[src/rtl/usb_tx_pkt_arb.sv]
// usb_tx_pkt_arb: packet-atomic round-robin arbiter merging NUM_CH byte
// streams onto one registered tx stream, truncating packets over MAX_PKT.
// Ports: USB_CLK/USB_RSTn (sync, active-low); in_valid/in_ready/in_byte/
// in_last per channel; tx_valid/tx_ready/tx_byte/tx_last/tx_ch merged out;
// busy (not idle); ovl_err (truncation pulse); pkt_cnt (per-channel count).
// Macro USB_ARB_PKT_CNT_EN enables the packet counters; otherwise pkt_cnt=0.
module usb_tx_pkt_arb #(
    parameter int NUM_CH  = 4,
    parameter int DATA_W  = 8,
    parameter int MAX_PKT = 64,
    parameter int CNT_W   = 16,
    localparam int CH_W   = $clog2(NUM_CH)
) (
    input  logic                      USB_CLK,
    input  logic                      USB_RSTn,
    input  logic [NUM_CH-1:0]         in_valid,
    output logic [NUM_CH-1:0]         in_ready,
    input  logic [NUM_CH*DATA_W-1:0]  in_byte,
    input  logic [NUM_CH-1:0]         in_last,
    output logic                      tx_valid,
    input  logic                      tx_ready,
    output logic [DATA_W-1:0]         tx_byte,
    output logic                      tx_last,
    output logic [CH_W-1:0]           tx_ch,
    output logic                      busy,
    output logic                      ovl_err,
    output logic [NUM_CH*CNT_W-1:0]   pkt_cnt
);

    localparam int BC_W = $clog2(MAX_PKT + 1);

    typedef enum logic [1:0] {
        IDLE,
        LOCK,
        DROP
    } state_t;

    state_t            state;
    state_t            state_nxt;
    logic [CH_W-1:0]   grant;
    logic [CH_W-1:0]   rr_ptr;
    logic [CH_W-1:0]   rr_sel;
    logic [CH_W-1:0]   rr_idx;
    logic [BC_W-1:0]   byte_cnt;
    logic              out_free;
    logic              g_last;
    logic              at_max;
    logic              lock_acc;
    logic              drop_acc;
    logic [DATA_W-1:0] ch_byte [NUM_CH];

    for (genvar g = 0; g < NUM_CH; g++) begin : g_split
        assign ch_byte[g] = in_byte[g*DATA_W +: DATA_W];
    end

    assign out_free = !tx_valid || tx_ready;
    assign g_last   = in_last[grant];
    assign at_max   = byte_cnt == BC_W'(MAX_PKT - 1);
    assign lock_acc = (state == LOCK) && in_valid[grant] && out_free;
    assign drop_acc = (state == DROP) && in_valid[grant];
    assign busy     = state != IDLE;

    // Search from rr_ptr+1 upward; walking down lets the nearest win.
    always_comb begin
        rr_sel = rr_ptr;
        rr_idx = '0;
        for (int i = NUM_CH; i >= 1; i--) begin
            rr_idx = CH_W'((int'(rr_ptr) + i) % NUM_CH);
            if (in_valid[rr_idx]) rr_sel = rr_idx;
        end
    end

    always_ff @(posedge USB_CLK) begin
        if (!USB_RSTn) state <= IDLE;
        else           state <= state_nxt;
    end

    always_comb begin
        state_nxt = state;
        in_ready  = '0;
        unique case (state)
            IDLE: begin
                if (|in_valid) state_nxt = LOCK;
            end
            LOCK: begin
                in_ready[grant] = out_free;
                if (lock_acc) begin
                    if (g_last)      state_nxt = IDLE;
                    else if (at_max) state_nxt = DROP;
                end
            end
            DROP: begin
                // Sink the overlength tail without waiting on tx.
                in_ready[grant] = 1'b1;
                if (drop_acc && g_last) state_nxt = IDLE;
            end
            default: state_nxt = IDLE;
        endcase
    end

    always_ff @(posedge USB_CLK) begin
        if (!USB_RSTn) begin
            grant    <= '0;
            rr_ptr   <= CH_W'(NUM_CH - 1);
            byte_cnt <= '0;
            tx_valid <= 1'b0;
            tx_byte  <= '0;
            tx_last  <= 1'b0;
            tx_ch    <= '0;
            ovl_err  <= 1'b0;
        end else begin
            ovl_err <= 1'b0;
            if (tx_ready) tx_valid <= 1'b0;
            if (state == IDLE && |in_valid) grant <= rr_sel;
            if (lock_acc) begin
                tx_valid <= 1'b1;
                tx_byte  <= ch_byte[grant];
                tx_ch    <= grant;
                tx_last  <= g_last || at_max;
                if (g_last) begin
                    byte_cnt <= '0;
                    rr_ptr   <= grant;
                end else if (at_max) begin
                    byte_cnt <= '0;
                    ovl_err  <= 1'b1;
                end else begin
                    byte_cnt <= byte_cnt + 1'b1;
                end
            end
            if (drop_acc && g_last) rr_ptr <= grant;
        end
    end

`ifdef USB_ARB_PKT_CNT_EN
    logic [CNT_W-1:0] cnt_q [NUM_CH];
    logic             pkt_end;

    // A truncated packet counts once, when its tail is sunk in DROP.
    assign pkt_end = (lock_acc || drop_acc) && g_last;

    always_ff @(posedge USB_CLK) begin
        if (!USB_RSTn) begin
            for (int g = 0; g < NUM_CH; g++) cnt_q[g] <= '0;
        end else if (pkt_end) begin
            cnt_q[grant] <= cnt_q[grant] + 1'b1;
        end
    end

    for (genvar g = 0; g < NUM_CH; g++) begin : g_cnt
        assign pkt_cnt[g*CNT_W +: CNT_W] = cnt_q[g];
    end
`else
    assign pkt_cnt = '0;
`endif

endmodule

[config.mk]
export PLATFORM = sky130hd
export DESIGN_NAME = usb_tx_pkt_arb
export DESIGN_NICKNAME = d
export VERILOG_FILES = /design/src/rtl/usb_tx_pkt_arb.sv
export SDC_FILE = /design/constraint.sdc
export NUM_CORES = 1
export LEC_CHECK = 0
export CAP_MARGIN = 40
export CORE_MARGIN = 2
export CORE_UTILIZATION = 33
export DETAILED_ROUTE_END_ITERATION = 8
export GPL_TIMING_DRIVEN = 0
export PLACE_DENSITY = 0.77
export SYNTH_ARGS = -nofsm -noshare
export SYNTH_HDL_FRONTEND = slang
export SYNTH_SLANG_ARGS = --single-unit
[constraint.sdc]
create_clock -name USB_CLK -period 1.8 [get_ports USB_CLK]
set_clock_uncertainty 0.2 [all_clocks]
set_input_delay 0.18 -clock USB_CLK [delete_from_list [all_inputs] [get_ports USB_CLK]]
set_output_delay 0.18 -clock USB_CLK [all_outputs]
set_load 0.05 [all_outputs]
# After elaboration in Yosys (flattened, before gate mapping)
# Cells that the tools add are included.
# word_totals
romBits,0
input_bits,43
n_memories,0
latch_bits,0
wordCells,86
out_inout_bits,82
register_bits,26
mem_bits_rw,0
# op_classes
n_lt_le_gt_ge,7
eq_ne,7
bitwise_logic,4
mul,0
n_div,0
reduce_logical,18
shifts,0
addsub,5
muxes,36
# ops
operator,count
$mux W2,12
$bmux W8 S2,1
$mux W8,2
$lt A2 B3 Y1 const B,5
$mux W7,2
$bmux W1 S2,6
$mux W1,10
$pmux W4 S2,1
$reduce_bool A2 Y1,4
$add A7 B1 Y7 const B,1
$eq A7 B6 Y1 const B,1
$logic_and A1 B1 Y1,6
$pmux W2 S3,1
$add A2 B1 Y2 const B,2
$add A2 B2 Y2 const B,2
$and A4 B4 Y4,1
$ne A2 B2 Y1 const B,2
$reduce_and A4 Y1,1
$reduce_or A4 Y1,1
$ge A3 B3 Y1 const B,1
$ne A3 B3 Y1 const B,1
$not A2 Y3,1
$reduce_or A3 Y1,1
$demux W1 S2,1
9 further kinds,11

# Logic depth before layout (Yosys ltp)
# logic_depth
depth_word,7
ltp_mapped,7
mapped_depth_nobuf,6

# Worst setup path after synthesis
# OpenSTA, ideal clock, no wires.
# synth_path
kind,register -> output
from,register tx_valid
to,output in_ready[0]
path_stages_with_launch,5
n_path_buf,0
required_time_ps,1420
setup_slack_ps,-711
t_arrival_ps,2131
cell_sequence,dfxtp_1 -> nand2b_1 -> a21oi_1 -> nor2b_1 -> nor3b_1
# synth_between
elab_chain_cells,4
# synth_rtl
element,line_no,text
from (decl),20,"output logic tx_valid,"
from (signal assigned),106,tx_valid <= 1'b0;
from (signal assigned),113,if (tx_ready) tx_valid <= 1'b0;
from (signal assigned),116,tx_valid <= 1'b1;
$logic_not A1 Y1,56,assign out_free = !tx_valid || tx_ready;
$logic_or A1 B1 Y1,56,
$and A4 B4 Y4 (no source line),n/a,
$pmux W4 S2,81,unique case (state)
to (decl),17,"output logic [NUM_CH-1:0] in_ready,"
# No other way between the ends.

# Final worst setup path
# layout_path
from,register state[0]
to,output in_ready[0]
# layout_between
elab_chain_cells,2
word_cells_on_any_way,3
classes_between,2 x eq/ne; 1 x mux
# layout_rtl
element,line_no,text
from (decl),38,state_t state;
from (signal assigned),75,else state <= state_nxt;
$eq A2 B2 Y1 / $eq A2 B1 Y1 (equally long branches),81,
$pmux W4 S2 *,81,
# Mark *: on every way between the ends. The rest lies on a longest branch, timed or not.

==> reports/metrics.csv <==
metric;value;unit
status;finished, violations left;
failed_checks;setup timing;
crit_path_end_kind;primary output;
grt_remaining_overflow;0;
final_report_setup_violation_count;10;
synthArstFlopShare;0;
cts.clk_slew.worst_paths;0.09;ns
cp_data_required_time;1.42;ns
yosys_register_bits;26;
clock.fmax;529;MHz
dp_hpwl;3660;um
grt_pass1_vias;1651;
synth_enable_flop_cells;0;
cp.buffers_inverters;2;
remaining_drc_errors;0;
postRouteWirelength;4870;um
hold_viol;0;
maximum_number_of_pins_on_one_net_before_global_route_repair;15;
numCtsBuffers;3;
max_cap_violations;0;
drtIter0Drc;79;
critical_path.max_fanout;4;
vdd_ir_drop_max;470;uV
vias_per_cell;4.11;
worstPathArrival;1.51;ns
cpLargestDelayFamily;flip-flops;
layout-area-overhead-vs-synth;65.9;%
final_critical_path_setup_slack;-0.0897;ns
clockRootBuffer;sky130_fd_sc_hd__clkbuf_8;
p_comb_frac;0.628;
post-route-cell-area;3260;um2
placed_cells;422;
drt_pre_antenna_iters;4;
cell_internal_pwr;0.00171;W
sequentialPowerShare;0.249;
slew_viol_final;0;
postRouteAntennaNets;0;
stdcell_count;438;
syn-instance-count;224;
tritoncts_num_sinks;26;
timing.hold.ws;0.256;ns
die_x;81.2;um
core_footprint;5850;um2
clock_latency;0.27;ns
cts_tree;yes;
postCtsHoldBufs;0;
cts.path.max_buffers;2;
die_h;81.2;um
route.detailed.wl_per_inst;11.1;um
diodes;0;
critical_path.cell_chain;buf_12 -> ha_4 -> a21oi_4 -> nor2b_4 -> nor3b_4 -> buf_6;
grt_antenna_before_repair;0;
synth-main-ff-cell;sky130_fd_sc_hd__dfxtp_1;
nFillCells;511;
timing.final.crit_share;1.05;
timing_worst_setup_path_type;flip-flop to primary output;
utilization;0.557;
final_estimated_routing_congestion_in_global_placement;0.842;
final.setup.tns;-0.550;ns
clock_power_share;0.123;
tightest_hold_check_type;flip-flop to flip-flop;
syn_area;1960;um2
slew_headroom;0.651;
setup.worst_path.start_class;flip-flop;
critical_path.slowest_cell;sky130_fd_sc_hd__dfxtp_4;
cpPeakStageDelay;0.38;ns
power_switching_share;0.442;
postSynthAreaPerCell;8.77;um2
sequential_area_share_after_synthesis;0.265;
power.leakage;1.56;nW
finish.net_count;411;
placement.cell_area;2940;um2
design.die.area;6590;um2
finalWorstPathRequiredPeriod;1.89;ns
synth-warning-count;0;
timing_worst_slew_pin_value;0.523;ns
h-tree-depth;1;
place.port_buffers;60;
floorplan.initialDensity;0.336;
pin_count;125;
power.density;942;nW/um2
global_route.usage.total;0.137;
ys_types;36;
netSwitchingPower;0.00136;W
grt_first_pass_wirelength;7160;um
rsz_0062_raised_after_global_routing;yes;
route.vias.total;1799;
layout-drive-gt1-share;0.344;
num_rows;28;
-- Yosys cell counts (2+ instances only) --
| cell type | instances | area share |
|---|---|---|
| sky130_fd_sc_hd__buf_4 | 64 | 0.24 |
| sky130_fd_sc_hd__mux2i_1 | 2 | 0.010 |
| sky130_fd_sc_hd__and3_1 | 4 | 0.013 |
| sky130_fd_sc_hd__nand2_1 | 35 | 0.067 |
| sky130_fd_sc_hd__a21oi_1 | 3 | 0.0076 |
| sky130_fd_sc_hd__nand2b_1 | 3 | 0.0096 |
| sky130_fd_sc_hd__ha_1 | 4 | 0.025 |
| sky130_fd_sc_hd__buf_6 | 2 | 0.011 |
| sky130_fd_sc_hd__nand3_1 | 5 | 0.013 |
| sky130_fd_sc_hd__xor2_1 | 3 | 0.013 |
| sky130_fd_sc_hd__mux4_1 | 5 | 0.067 |
| sky130_fd_sc_hd__mux4_2 | 5 | 0.057 |
| sky130_fd_sc_hd__dfxtp_1 | 26 | 0.26 |
| sky130_fd_sc_hd__nor3_1 | 2 | 0.0051 |
| sky130_fd_sc_hd__nor2b_1 | 4 | 0.013 |
| sky130_fd_sc_hd__o21ai_0 | 8 | 0.020 |
| sky130_fd_sc_hd__inv_1 | 3 | 0.0057 |
| sky130_fd_sc_hd__clkbuf_1 | 4 | 0.0076 |
| sky130_fd_sc_hd__buf_2 | 3 | 0.0076 |
| sky130_fd_sc_hd__a21boi_0 | 13 | 0.050 |
| sky130_fd_sc_hd__nor2_1 | 11 | 0.021 |
-- path summary, 6_finish.rpt --
| path | to | startpoint | slack, ns | cells after the start |
|---|---|---|---|---|
| hold reg to reg | tx_ch[0] | tx_ch[0] | 0.26 | 2 |
| setup reg to reg | state[1] | grant[0] | -0.09 | 5 |
| setup / recovery | in_ready[0] | state[0] | -0.09 | 6 |
| hold / removal | tx_ch[0] | tx_ch[0] | 0.26 | 2 |
-- cell type report --
class / instances / area, um2 / share of cell area
plain buffers: 70 / 524 / 0.161
multi-input cells: 186 / 1270 / 0.391
flip-flops and latches: 26 / 537 / 0.165
clock buffers: 4 / 55.1 / 0.0169
inverters: 3 / 16.3 / 0.00499
repair buffers: 74 / 758 / 0.233
well taps: 75 / 93.8 / 0.0288
-- power groups by stage --
| stage | registers [W] | logic [W] | clock network [W] |
|---|---|---|---|
| final | 0.000766 | 0.00193 | 0.000377 |
| after global placement | 0.000740 | 0.00160 | 0 |
| after global routing | 0.000782 | 0.00206 | 0.000412 |
| after detailed placement | 0.000745 | 0.00162 | 0 |
| after floorplan | 0.000914 | 0.00108 | 0 |
| after CTS | 0.000742 | 0.00180 | 0.000385 |
-- sequential cells by signal, summed over array words and instances (netlist names) --
signal	count
state	2
tx_last	1
ovl_err	1
tx_ch	2
tx_byte	8
tx_valid	1
grant	2
byte_cnt	7
rr_ptr	2
-- metal layers --
layer,up-vias,global-route usage,part of all wire
li1,912,-,-
met1,807,0.146,0.39
met2,75,0.270,0.53
met3,5,0.0400,0.076
met4,0,0.0153,0.0058
met5,-,0,0
-- cell usage in the layout (no fill, tap or decap), types with 3 or more instances in the layout --
cell type,n
sky130_fd_sc_hd__nor2b_1,3
sky130_fd_sc_hd__dlygate4sd2_1,9
sky130_fd_sc_hd__buf_4,75
sky130_fd_sc_hd__clkbuf_8,4
sky130_fd_sc_hd__a21boi_1,5
sky130_fd_sc_hd__ha_4,3
sky130_fd_sc_hd__a21boi_0,8
sky130_fd_sc_hd__buf_6,3
sky130_fd_sc_hd__xor2_1,3
sky130_fd_sc_hd__mux4_1,5
sky130_fd_sc_hd__nand3_1,4
sky130_fd_sc_hd__nand2_1,32
sky130_fd_sc_hd__mux4_2,5
sky130_fd_sc_hd__dfxtp_1,21
sky130_fd_sc_hd__dlymetal6s2s_1,3
sky130_fd_sc_hd__conb_1,64
sky130_fd_sc_hd__and3_4,3
sky130_fd_sc_hd__clkdlybuf4s50_1,43
sky130_fd_sc_hd__buf_8,3
sky130_fd_sc_hd__nand2_2,3
sky130_fd_sc_hd__dfxtp_4,4
sky130_fd_sc_hd__nor2_1,8
sky130_fd_sc_hd__o21ai_0,7
-- worst register-to-register path, cell delays in order (launching register included) --
cell,delay [ns]
sky130_fd_sc_hd__dfxtp_4,0.38
sky130_fd_sc_hd__mux4_2,0.43
sky130_fd_sc_hd__nand2_2,0.11
sky130_fd_sc_hd__a22o_1,0.28
sky130_fd_sc_hd__nor4b_2,0.27
sky130_fd_sc_hd__o2bb2ai_1,0.15
-- logic make-up (layout without fill, tap and decap cells) --
family	count (synthesis)	in the layout	synth area share
AOI/OAI and AO/OA	30	30	0.108
buffers and inverters	76	151	0.277
muxes	12	12	0.134
and+or+nand+nor	71	72	0.170
DFF	26	26	0.265
xor gates and xnor gates	4	4	0.0178
other	1	64	0.00191
adders and majority gates	4	4	0.0255
-- through the flow --
| stage | setup WS (ns) | total power (W) |
|---|---|---|
| 6_report | -0.0897 | 0.00307 |
| 5_1_grt | -0.171 | 0.00326 |
| 4_1_cts | -0.129 | 0.00293 |
| 3_5_place_dp | -0.885 | 0.00236 |
| 3_3_place_gp | -0.829 | 0.00234 |
| 2_1_floorplan | -0.0837 | 0.00199 |
-- timing repair --
item                       in CTS  in global routing
setup endpoints to repair      38                 31
cloned                          0                  2
pin swaps                       1                 11
buffers inserted                8                  5
resized for setup              64                 26
(Power assumes the default switching activity.)
